===== config.mk =====
export PLATFORM = sky130hd
export DESIGN_NAME = stack_alu_sequencer_flat
export DESIGN_NICKNAME = d
export VERILOG_FILES = /design/src/rtl/stack_alu_sequencer_pkg.sv /design/src/rtl/stack_alu_sequencer_if.sv /design/src/rtl/stack_sp_unit.sv /design/src/rtl/stack_alu_sequencer.sv /design/src/flat_wrapper.sv
export SDC_FILE = /design/constraint.sdc
export NUM_CORES = 1
export LEC_CHECK = 0
export CAP_MARGIN = 25
export CELL_PAD_IN_SITES_DETAIL_PLACEMENT = 0
export CELL_PAD_IN_SITES_GLOBAL_PLACEMENT = 1
export CORE_MARGIN = 2
export CORE_UTILIZATION = 35
export CTS_BUF_LIST = sky130_fd_sc_hd__clkbuf_4 sky130_fd_sc_hd__clkbuf_8
export DETAILED_ROUTE_END_ITERATION = 10
export GPL_TIMING_DRIVEN = 0
export PLACE_DENSITY = 0.84
export SYNTH_ARGS = -nofsm -noshare
export SYNTH_HDL_FRONTEND = slang
export SYNTH_SLANG_ARGS = --single-unit

===== constraint.sdc =====
create_clock -name clk -period 4.8 [get_ports clk]
set_input_delay 0.96 -clock clk [delete_from_list [all_inputs] [get_ports clk]]
set_output_delay 0.96 -clock clk [all_outputs]
set_load 0.01 [all_outputs]

===== src/rtl/stack_alu_sequencer_pkg.sv =====
// Shared constants for the stack ALU sequencer: opcodes, ALU selects, FSM states.
package stack_alu_pkg;

  localparam int unsigned OP_W = 3;
  localparam int unsigned SL_W = 2;
  localparam int unsigned ST_W = 3;

  localparam logic [OP_W-1:0] OP_ADD  = 3'b000;
  localparam logic [OP_W-1:0] OP_SUB  = 3'b001;
  localparam logic [OP_W-1:0] OP_AND  = 3'b010;
  localparam logic [OP_W-1:0] OP_NOT  = 3'b011;
  localparam logic [OP_W-1:0] OP_PUSH = 3'b100;
  localparam logic [OP_W-1:0] OP_POP  = 3'b101;

  localparam logic [SL_W-1:0] SL_ADD = 2'b00;
  localparam logic [SL_W-1:0] SL_SUB = 2'b01;
  localparam logic [SL_W-1:0] SL_AND = 2'b10;
  localparam logic [SL_W-1:0] SL_NOT = 2'b11;

  localparam logic [ST_W-1:0] S_IDLE = 3'd0;
  localparam logic [ST_W-1:0] S_RD_B = 3'd1;
  localparam logic [ST_W-1:0] S_RD_A = 3'd2;
  localparam logic [ST_W-1:0] S_EXEC = 3'd3;
  localparam logic [ST_W-1:0] S_WR   = 3'd4;
  localparam logic [ST_W-1:0] S_DONE = 3'd5;

  // Two-operand instructions that consume two entries and leave one.
  function automatic logic is_binary(input logic [OP_W-1:0] op);
    return (op == OP_ADD) || (op == OP_SUB) || (op == OP_AND);
  endfunction

endpackage


===== src/rtl/stack_alu_sequencer_if.sv =====
// Instruction handshake between the main control FSM (master) and the sequencer (slave).
interface stack_alu_sequencer_if #(
  parameter int unsigned DATA_W = 5,
  parameter int unsigned ADDR_W = 3
);
  logic              start;
  logic [2:0]        op;
  logic [DATA_W-1:0] imm;
  logic              busy;
  logic              done;
  logic              err;
  logic [DATA_W-1:0] pop_data;
  logic [ADDR_W:0]   sp;

  modport master (
    output start, op, imm,
    input  busy, done, err, pop_data, sp
  );

  modport slave (
    input  start, op, imm,
    output busy, done, err, pop_data, sp
  );
endinterface


===== src/rtl/stack_sp_unit.sv =====
// Stack pointer register with occupancy flags used by the legality check.
module stack_sp_unit #(
  parameter int unsigned ADDR_W = 3
) (
  input  logic            clk,
  input  logic            rst_n,
  input  logic            inc,
  input  logic            dec,
  output logic [ADDR_W:0] sp,
  output logic            empty_c,
  output logic            has_two_c,
  output logic            full_c
);

  localparam int unsigned SP_W = ADDR_W + 1;
  localparam logic [SP_W-1:0] DEPTH = SP_W'(1 << ADDR_W);

  // Count entries; increments and decrements never overlap in practice.
  always_ff @(posedge clk or negedge rst_n) begin
    if (!rst_n) begin
      sp <= '0;
    end else if (inc && !dec) begin
      sp <= sp + SP_W'(1);
    end else if (dec && !inc) begin
      sp <= sp - SP_W'(1);
    end
  end

  // Occupancy flags.
  always_comb begin
    empty_c   = (sp == '0);
    has_two_c = (sp >= SP_W'(2));
    full_c    = (sp == DEPTH);
  end

endmodule


===== src/rtl/stack_alu_sequencer.sv =====
// Multi-cycle stack instruction sequencer: pops operands, drives the ALU, pushes results.
module stack_alu_sequencer
  import stack_alu_pkg::*;
#(
  parameter int unsigned DATA_W = 5,
  parameter int unsigned ADDR_W = 3
) (
  input  logic                 clk,
  input  logic                 rst_n,
  stack_alu_sequencer_if.slave bus,
  output logic [SL_W-1:0]      alu_sl,
  output logic [DATA_W-1:0]    alu_a,
  output logic [DATA_W-1:0]    alu_b,
  input  logic [DATA_W-1:0]    alu_y,
  output logic [ADDR_W-1:0]    mem_addr,
  output logic                 mem_we,
  output logic [DATA_W-1:0]    mem_wdata,
  input  logic [DATA_W-1:0]    mem_rdata
);

  localparam int unsigned SP_W = ADDR_W + 1;

  logic [ST_W-1:0]   state_q, state_d;
  logic [OP_W-1:0]   op_q, op_cur_c;
  logic [DATA_W-1:0] res_q, pop_q, alu_a_q, alu_b_q;
  logic [SL_W-1:0]   alu_sl_q;
  logic [ADDR_W-1:0] addr_q, addr_d;
  logic              we_q, busy_q, done_q, err_q;
  logic              accept_c, illegal_c;
  logic              sp_inc_c, sp_dec_c;
  logic [SP_W-1:0]   sp;
  logic              empty_c, has_two_c, full_c;

  stack_sp_unit #(.ADDR_W(ADDR_W)) u_sp (
    .clk       (clk),
    .rst_n     (rst_n),
    .inc       (sp_inc_c),
    .dec       (sp_dec_c),
    .sp        (sp),
    .empty_c   (empty_c),
    .has_two_c (has_two_c),
    .full_c    (full_c)
  );

  // Legality of the request currently on the bus.
  always_comb begin
    illegal_c = 1'b1;
    case (bus.op)
      OP_ADD, OP_SUB, OP_AND: illegal_c = !has_two_c;
      OP_NOT, OP_POP:         illegal_c = empty_c;
      OP_PUSH:                illegal_c = full_c;
      default:                illegal_c = 1'b1;
    endcase
  end

  // State register.
  always_ff @(posedge clk or negedge rst_n) begin
    if (!rst_n) begin
      state_q <= S_IDLE;
    end else begin
      state_q <= state_d;
    end
  end

  // Next state, SP controls and the address the RAM will see next cycle.
  always_comb begin
    state_d  = state_q;
    accept_c = (state_q == S_IDLE) && bus.start;
    op_cur_c = (state_q == S_IDLE) ? bus.op : op_q;
    sp_inc_c = (state_q == S_WR) && (op_q == OP_PUSH);
    sp_dec_c = ((state_q == S_WR) && is_binary(op_q)) ||
               ((state_q == S_RD_B) && (op_q == OP_POP));
    case (state_q)
      S_IDLE: begin
        if (bus.start) begin
          if (illegal_c)              state_d = S_DONE;
          else if (bus.op == OP_PUSH) state_d = S_WR;
          else                        state_d = S_RD_B;
        end
      end
      S_RD_B: begin
        if (op_q == OP_POP)      state_d = S_DONE;
        else if (op_q == OP_NOT) state_d = S_EXEC;
        else                     state_d = S_RD_A;
      end
      S_RD_A:  state_d = S_EXEC;
      S_EXEC:  state_d = S_WR;
      S_WR:    state_d = S_DONE;
      S_DONE:  state_d = S_IDLE;
      default: state_d = S_IDLE;
    endcase

    // SP is stable across every transition into a state that addresses the RAM.
    addr_d = '0;
    case (state_d)
      S_RD_B: addr_d = ADDR_W'(sp - SP_W'(1));
      S_RD_A: addr_d = ADDR_W'(sp - SP_W'(2));
      S_WR: begin
        if (op_cur_c == OP_PUSH)     addr_d = ADDR_W'(sp);
        else if (op_cur_c == OP_NOT) addr_d = ADDR_W'(sp - SP_W'(1));
        else                         addr_d = ADDR_W'(sp - SP_W'(2));
      end
      default: addr_d = '0;
    endcase
  end

  // Registered handshake, RAM controls, operand and result registers.
  always_ff @(posedge clk or negedge rst_n) begin
    if (!rst_n) begin
      busy_q   <= 1'b0;
      done_q   <= 1'b0;
      err_q    <= 1'b0;
      addr_q   <= '0;
      we_q     <= 1'b0;
      op_q     <= '0;
      alu_sl_q <= '0;
      alu_a_q  <= '0;
      alu_b_q  <= '0;
      res_q    <= '0;
      pop_q    <= '0;
    end else begin
      busy_q <= (state_d != S_IDLE);
      done_q <= (state_d == S_DONE);
      err_q  <= accept_c && illegal_c;
      addr_q <= addr_d;
      we_q   <= (state_d == S_WR);
      if (accept_c) begin
        op_q     <= bus.op;
        alu_sl_q <= bus.op[SL_W-1:0];
        if (bus.op == OP_PUSH) res_q <= bus.imm;
      end
      if (state_q == S_RD_B) begin
        if (op_q == OP_POP) pop_q   <= mem_rdata;
        else                alu_b_q <= mem_rdata;
      end
      if (state_q == S_RD_A) alu_a_q <= mem_rdata;
      if (state_q == S_EXEC) res_q   <= alu_y;
    end
  end

  assign bus.busy     = busy_q;
  assign bus.done     = done_q;
  assign bus.err      = err_q;
  assign bus.pop_data = pop_q;
  assign bus.sp       = sp;
  assign alu_sl       = alu_sl_q;
  assign alu_a        = alu_a_q;
  assign alu_b        = alu_b_q;
  assign mem_addr     = addr_q;
  assign mem_we       = we_q;
  assign mem_wdata    = res_q;

endmodule

===== src/flat_wrapper.sv =====
// flat-port wrapper written by rule: the top's interface ports become plain ports
module stack_alu_sequencer_flat import stack_alu_pkg::*;
#(
  parameter int unsigned DATA_W = 5,
  parameter int unsigned ADDR_W = 3
)
  (clk, rst_n, alu_sl, alu_a, alu_b, alu_y, mem_addr, mem_we, mem_wdata, mem_rdata, bus_start, bus_op, bus_imm, bus_busy, bus_done, bus_err, bus_pop_data, bus_sp);
  stack_alu_sequencer_if #(.DATA_W(DATA_W), .ADDR_W(ADDR_W)) bus_i ();
  input  logic clk;
  input  logic rst_n;
  output logic [SL_W-1:0] alu_sl;
  output logic [DATA_W-1:0] alu_a;
  output logic [DATA_W-1:0] alu_b;
  input  logic [DATA_W-1:0] alu_y;
  output logic [ADDR_W-1:0] mem_addr;
  output logic mem_we;
  output logic [DATA_W-1:0] mem_wdata;
  input  logic [DATA_W-1:0] mem_rdata;
  input wire logic [$bits(bus_i.start)-1:0] bus_start;
  input wire logic [$bits(bus_i.op)-1:0] bus_op;
  input wire logic [$bits(bus_i.imm)-1:0] bus_imm;
  output wire logic [$bits(bus_i.busy)-1:0] bus_busy;
  output wire logic [$bits(bus_i.done)-1:0] bus_done;
  output wire logic [$bits(bus_i.err)-1:0] bus_err;
  output wire logic [$bits(bus_i.pop_data)-1:0] bus_pop_data;
  output wire logic [$bits(bus_i.sp)-1:0] bus_sp;
  assign bus_i.start = bus_start;
  assign bus_i.op = bus_op;
  assign bus_i.imm = bus_imm;
  assign bus_busy = bus_i.busy;
  assign bus_done = bus_i.done;
  assign bus_err = bus_i.err;
  assign bus_pop_data = bus_i.pop_data;
  assign bus_sp = bus_i.sp;
  stack_alu_sequencer #(.DATA_W(DATA_W), .ADDR_W(ADDR_W)) u_core (.clk(clk), .rst_n(rst_n), .bus(bus_i), .alu_sl(alu_sl), .alu_a(alu_a), .alu_b(alu_b), .alu_y(alu_y), .mem_addr(mem_addr), .mem_we(mem_we), .mem_wdata(mem_wdata), .mem_rdata(mem_rdata));
endmodule

==> results of run 1 <==
-- sequential cells by signal (all words and copies together), names as in the netlist --
name and count:
u_core.alu_sl 1, u_core.bus.err 1, u_core.alu_a 5, u_core.mem_we 1, u_core.mem_wdata 5, u_core.state_q 3, u_core.bus.done 1, u_core.bus.pop_data 5
u_core.bus.busy 1, u_core.u_sp.sp 4, u_core.op_q 2, u_core.alu_b 5, u_core.mem_addr 3
-- worst register-to-register path, stage by stage, from the launching register on --
cell,delay [ns]
dfrtp_1,0.50
inv_1,0.16
ha_1,0.16
nor4_1,0.05
a22oi_1,0.20
o22ai_1,0.09
o21bai_2,0.29
or4b_1,0.56
-- cells by family after synthesis --
| logic type | Yosys count | synth area share, % |
|---|---|---|
| xor gates and xnor gates | 5 | 2.19 |
| DFF | 37 | 46.3 |
| AOI/OAI and AO/OA | 32 | 11.1 |
| muxes | 28 | 15.9 |
| adders and majority gates | 8 | 5.01 |
| and+or+nand+nor | 48 | 15.8 |
| buffers and inverters | 12 | 3.69 |
-- cell type report --
type                    count  share of cell area (%)
plain buffers               8                    2.15
clock buffers               6                    2.80
clock inverters             2                    1.42
inverters                   4                   0.550
multi-input cells         121                    36.6
flip-flops and latches     37                    33.9
well taps                  72                    3.30
repair buffers             53                    19.3
-- routing by layer --
metal | vias to the layer above | GRT usage [%]
met1 | 721 | 19.9
met4 | 0 | 6.03
met5 | - | 0
met3 | 15 | 5.20
met2 | 69 | 22.9
li1 | 734 | -
-- Yosys cell counts (all sizes together) (2+ instances only) --
cell / instances
nor3: 3
o31ai: 2
xor2: 2
or4b: 2
mux2: 20
nor2: 5
nand3: 5
o21ai: 11
and3b: 4
a31oi: 3
dfrtp: 37
mux2i: 7
nand3b: 3
or3b: 2
nor3b: 3
nand2: 8
buf: 7
a21oi: 5
nand2b: 6
ha: 8
nor2b: 2
inv: 4
a211o: 2
xnor2: 3
-- path summary, 6_finish.rpt --
check                           slack [ns]                       startpoint                         endpoint
worst min-delay path                  0.49  u_core.mem_wdata[4]$_DFFE_PN0P_  u_core.mem_wdata[4]$_DFFE_PN0P_
max in group asynchronous             3.52                            rst_n     u_core.alu_sl[0]$_DFFE_PN0P_
worst min register to register        0.49  u_core.mem_wdata[4]$_DFFE_PN0P_  u_core.mem_wdata[4]$_DFFE_PN0P_
worst max-delay path                  2.06                        bus_op[2]        u_core.bus.busy$_DFF_PN0_
worst max register to register        2.66    u_core.u_sp.sp[0]$_DFFE_PN0P_        u_core.bus.busy$_DFF_PN0_
min in group asynchronous             0.76                            rst_n     u_core.mem_addr[2]$_DFF_PN0_
-- metrics by stage --
step                utilization, %  hold slack (ns)  std cells  total power [mW]  setup slack [ns]
CTS                           49.6            0.494        303              1.87              2.08
finish                        49.6            0.486        303              1.85              2.06
detailed placement            47.5            0.478        295              1.58              1.76
global placement              47.6            0.460        295              1.57              1.80
floorplan                        -            0.516        170              1.17              2.55
global route                  49.6            0.533        303              2.00              1.99
-- power by group through the flow --
stage,Combinational (mW),Sequential (mW),Clock (mW)
after floorplan,0.541,0.626,0
after global placement,0.987,0.584,0
after detailed placement,0.997,0.587,0
after CTS,1.00,0.582,0.285
after global routing,1.09,0.606,0.300
final,0.994,0.581,0.277
==> impl_metrics.yaml, run 1 <==
floorplanning:
  die_y_um: 79.6
  die_x_um: 79.6
  rows: 27
  core_mm2: 0.00551
  ioPinCount: 54
  start_util_pct: 36.3
  die_area_mm2: 0.00633
route:
  dr.max_layer_used: "met4"
  dr.pass1.iters: 4
  routed_wl_um: 4380
  vias: 1539
  antenna_left: 0
  wire_per_inst_um: 14.4
  met2_length_um: 1950
  viasPerCell: 5.08
  drc_errors: 0
  wl_met3_um: 318
  drt_iter0_drc: 79
  wl_met1_um: 1990
synthesis:
  avgSynthCellArea_um2: 11.8
  yosysUniqueCellTypes: 50
  synth_top_cell_by_area: "dfrtp_1"
  async_reset_ff_share_pct: 100
  ys.flop_type: "dfrtp_1"
  synth_top_cell_area_share_pct: 46.3
  netlist_area_mm2: 0.00200
  ys_ff_latch: 37
  synth_edf_count: 0
  syn_inst: 170
  ys_seq_area_share_pct: 46.3
  syn_nets: 199
  synth.area.top_cells: "dfrtp_1 46%, mux2_2 11%, ha_1 5.0%, mux2i_1 3.5%, o21ai_0 2.5%"
  synth_warnings: 0
global_routing:
  antenna_found_initial: 0
  grt_usage_pct: 15.2
  grt_start_max_net_pins: 38
  grt_pass1_wl_um: 7270
  grt_pass1_vias: 1458
  grt-ovfl-total: 0
worst_setup_path:
  cp.arrival_ns: 2.97
  cp_max_fo: 9
  crit_path_start_kind: "primary input"
  endpoint_kind: "flip-flop"
  reg2reg_depth: 7
  cp_num_buf_inv: 1
  slowest_delay_ns: 0.62
  crit_family: "simple AND/OR/NAND/NOR gates"
  worstPathRequired_ns: 5.03
  crit_chain: "clkdlybuf4s50_1 > or3b_1 > mux2i_1 > nand3_1 > o21bai_2 > or4b_1"
  crit_cells: 6
  slowest_stage: "clkdlybuf4s50_1"
  critPathKind: "in -> reg"
timing:
  fin_crit_sh_pct: 57.1
  finalCriticalPeriod_ns: 2.74
  setup_viol: 0
  rsz0062_at_grt: "no"
  tightestPinTransition_ns: 0.823
  clock_skew_ns: 0.00508
  max_freq_mhz: 365
  tns_ns: 0
  slew_headroom_pct: 45.1
  slew_viol_final: 0
  hold_viol: 0
clocking:
  cts_root_buffer: "clkbuf_8"
  cts_tree: "yes"
  cts_hold_buf: 0
  cts_resized: 0
  insertion_delay_ns: 0.29
  cts_buffers: 5
  clock_sinks: 37
  post_cts_buffers: 0
  clockBufferDepth: 2
  h-tree-depth: 2
  path_clk_slew_ns: 0.08
final_layout:
  fillers: 511
  drive_above_1_share_pct: 20.8
  multiInputGateArea_um2: 998
  design_area_mm2: 0.00273
  seq_area_um2: 926
  nets: 259
  layout_commonest_cell: "clkdlybuf4s50_1"
  diodes: 0
  area_delta_synth_final_pct: 36.6
  final_cell_mix: "52 x clkdlybuf4s50_1, 37 x dfrtp_1, 20 x mux2_2, 10 x o21ai_0"
worst_hold_path:
  hold_depth: 2
  hold_path.class: "reg -> reg"
status:
  status: "completed"
place:
  place.gp.congestion: 0.872
  hpwl_um: 3150
  port-buffer-count: 53
  post_dp_cell_area_mm2: 0.00261
power:
  pwr-share-seq_pct: 31.4
  p_clk_share_pct: 14.9
  combPwrFrac_pct: 53.7
  power_density_mw_per_mm2: 679
  switchingPower_mw: 0.667
  p_sw_share_pct: 36.0
  intPower_mw: 1.19
  ir_drop_v: 0.000293
  leakage_nw: 1.18
job:
  max-cap-violations: 0
(Power assumes the default switching activity.)
==> run 2, diff against run 1 <==
Settings changed: PLACE_DENSITY 0.84 to 0.87.
Clock period 4.8 ns to 2.3 ns, I/O delays scaled along.
==> run 2 against run 1 <==
Net effect: design area grew 0.18%; first-iteration DRC count decreased by 23%; final cell count unchanged; clock power up 100%; worst setup slack worse by 1.9 ns; clock skew rose by 0.0029 ns; global-route usage down 0.41 points; total power increased by 110%; largest cell class unchanged; highest routed layer unchanged.
==> impl_metrics.yaml, run 2 (synthesis results as in run 1) <==
status:
  status: "completed"
timing:
  slew_headroom_pct: 44.9
  finalCriticalPeriod_ns: 2.17
  setup_viol: 0
  slew_viol_final: 0
  holdWs_ns: 0.269
  clock_skew_ns: 0.00799
  tns_ns: 0
  max_freq_mhz: 461
  fin_crit_sh_pct: 94.2
  rsz0062_at_grt: "no"
  tightestPinTransition_ns: 0.827
  hold_viol: 0
floorplanning:
  ioPinCount: 54
  start_util_pct: 36.3
  core_mm2: 0.00551
  die_area_mm2: 0.00633
  die_y_um: 79.6
  rows: 27
  die_x_um: 79.6
route:
  dr.pass1.iters: 4
  antenna_left: 0
  routed_wl_um: 4410
  drt_iter0_drc: 61
  drc_errors: 0
  vias: 1540
  viasPerCell: 5.08
  wire_per_inst_um: 14.6
worst_setup_path:
  cp_max_fo: 8
  crit_path_start_kind: "primary input"
  endpoint_kind: "flip-flop"
  reg2reg_depth: 6
  r2r_end: "u_core.mem_addr[1]$_DFF_PN0_"
  rrSetupSlack_ns: 0.14
  cp.arrival_ns: 2.36
  critPathKind: "in -> reg"
  r2r_start: "u_core.state_q[0]$_DFF_PN0_"
  worstPathRequired_ns: 2.49
clocking:
  path_clk_slew_ns: 0.07
  cts_tree: "yes"
  cts_buffers: 5
  insertion_delay_ns: 0.29
  h-tree-depth: 2
  post_cts_buffers: 0
  cts_root_buffer: "clkbuf_8"
  clockBufferDepth: 2
  clock_sinks: 37
  cts_hold_buf: 0
final_layout:
  fillers: 515
  final_cell_mix: "52 x clkdlybuf4s50_1, 37 x dfrtp_1, 20 x mux2_2, 10 x o21ai_0"
  multiInputGateArea_mm2: 0.00101
  instances_no_fill: 303
  nets: 259
  drive_above_1_share_pct: 20.8
  area_delta_synth_final_pct: 36.8
  seq_area_um2: 926
  design_area_mm2: 0.00273
  diodes: 0
  layout_commonest_cell: "clkdlybuf4s50_1"
power:
  switchingPower_mw: 1.40
  leakage_nw: 1.18
  combPwrFrac_pct: 53.9
  finalPower_mw: 3.87
  ir_drop_v: 0.000647
  intPower_mw: 2.47
  p_sw_share_pct: 36.2
  pwr-share-seq_pct: 31.5
  power_density_mw_per_mm2: 1420
  p_clk_share_pct: 14.6
global_routing:
  grt-ovfl-total: 0
  grt_pass1_wl_um: 7120
  grt_start_max_net_pins: 38
  grt_pass1_vias: 1451
  antenna_found_initial: 0
  grt_usage_pct: 14.8
place:
  post-place-cells: 295
  hpwl_um: 3190
  port-buffer-count: 53
  post_dp_cell_area_mm2: 0.00261
  place.gp.congestion: 0.902
job:
  max-cap-violations: 0
worst_hold_path:
  hold_path.class: "in -> async"
run 2: cell count changes in the layout (fill, tap and decap cells not counted):
| cell | previous run | this run |
|---|---|---|
| clkbuf_4 | 1 | 0 |
| clkinv_2 | 0 | 1 |
| clkinv_4 | 1 | 0 |
| inv_6 | 0 | 1 |
| o21bai_2 | 1 | 0 |
| o21bai_4 | 0 | 1 |
run 2: power groups by stage:
stage / Clock [mW] / Combinational (mW) / Sequential (mW)
final: 0.566 / 2.09 / 1.22
after global routing: 0.617 / 2.28 / 1.26
after CTS: 0.587 / 2.10 / 1.22
after detailed placement: 0 / 2.09 / 1.23
after global placement: 0 / 2.05 / 1.22
after floorplan: 0 / 1.13 / 1.31
run 2: how the worst max path moves through the flow:
stage,from,end,slack (ns),cells past startpoint
after floorplan,u_core.u_sp.sp[0]$_DFFE_PN0P_,u_core.bus.busy$_DFF_PN0_,0.39,7
after global placement,bus_op[2],u_core.mem_addr[1]$_DFF_PN0_,-0.20,6
after detailed placement,bus_op[2],u_core.bus.busy$_DFF_PN0_,-0.21,6
after CTS,bus_op[2],u_core.bus.busy$_DFF_PN0_,0.09,6
after global routing,u_core.state_q[0]$_DFF_PN0_,u_core.mem_addr[1]$_DFF_PN0_,0.04,6
final,bus_start,u_core.mem_addr[0]$_DFF_PN0_,0.13,7
run 2: metrics by stage:
stage / setup WS (ns) / utilization, %
finish: 0.133 / 49.6
floorplan: 0.386 / -
global route: 0.0418 / 49.6
global placement: -0.202 / 47.6
CTS: 0.0877 / 49.5
detailed placement: -0.210 / 47.5
run 2: worst max-delay path: stages:
cell	delay (ns)
clkdlybuf4s50_1	0.55
or4b_4	0.49
buf_6	0.16
o21a_4	0.23
nor2_2	0.10
o21ai_1	0.08
a221oi_2	0.29
run 2: layout make-up:
class	count	area share (%)
flip-flops and latches	37	33.9
clock buffers	5	2.52
multi-input cells	121	36.8
plain buffers	8	2.15
well taps	72	3.30
inverters	4	0.549
repair buffers	53	19.2
clock inverters	3	1.60
run 2: metal layers:
layer,up-vias,global-route usage [%],share of wire [%]
li1,732,-,-
met1,754,18.8,45
met2,49,23.6,47
met3,5,5.32,6.4
met4,0,4.14,1.1
met5,-,0,0
run 2: what timing repair did:
item / 4_1_cts / 5_1_grt
resized for setup: 0 / 1
endpoints found under the setup margin: 0 / 1
hold endpoints to repair: 0 / 0
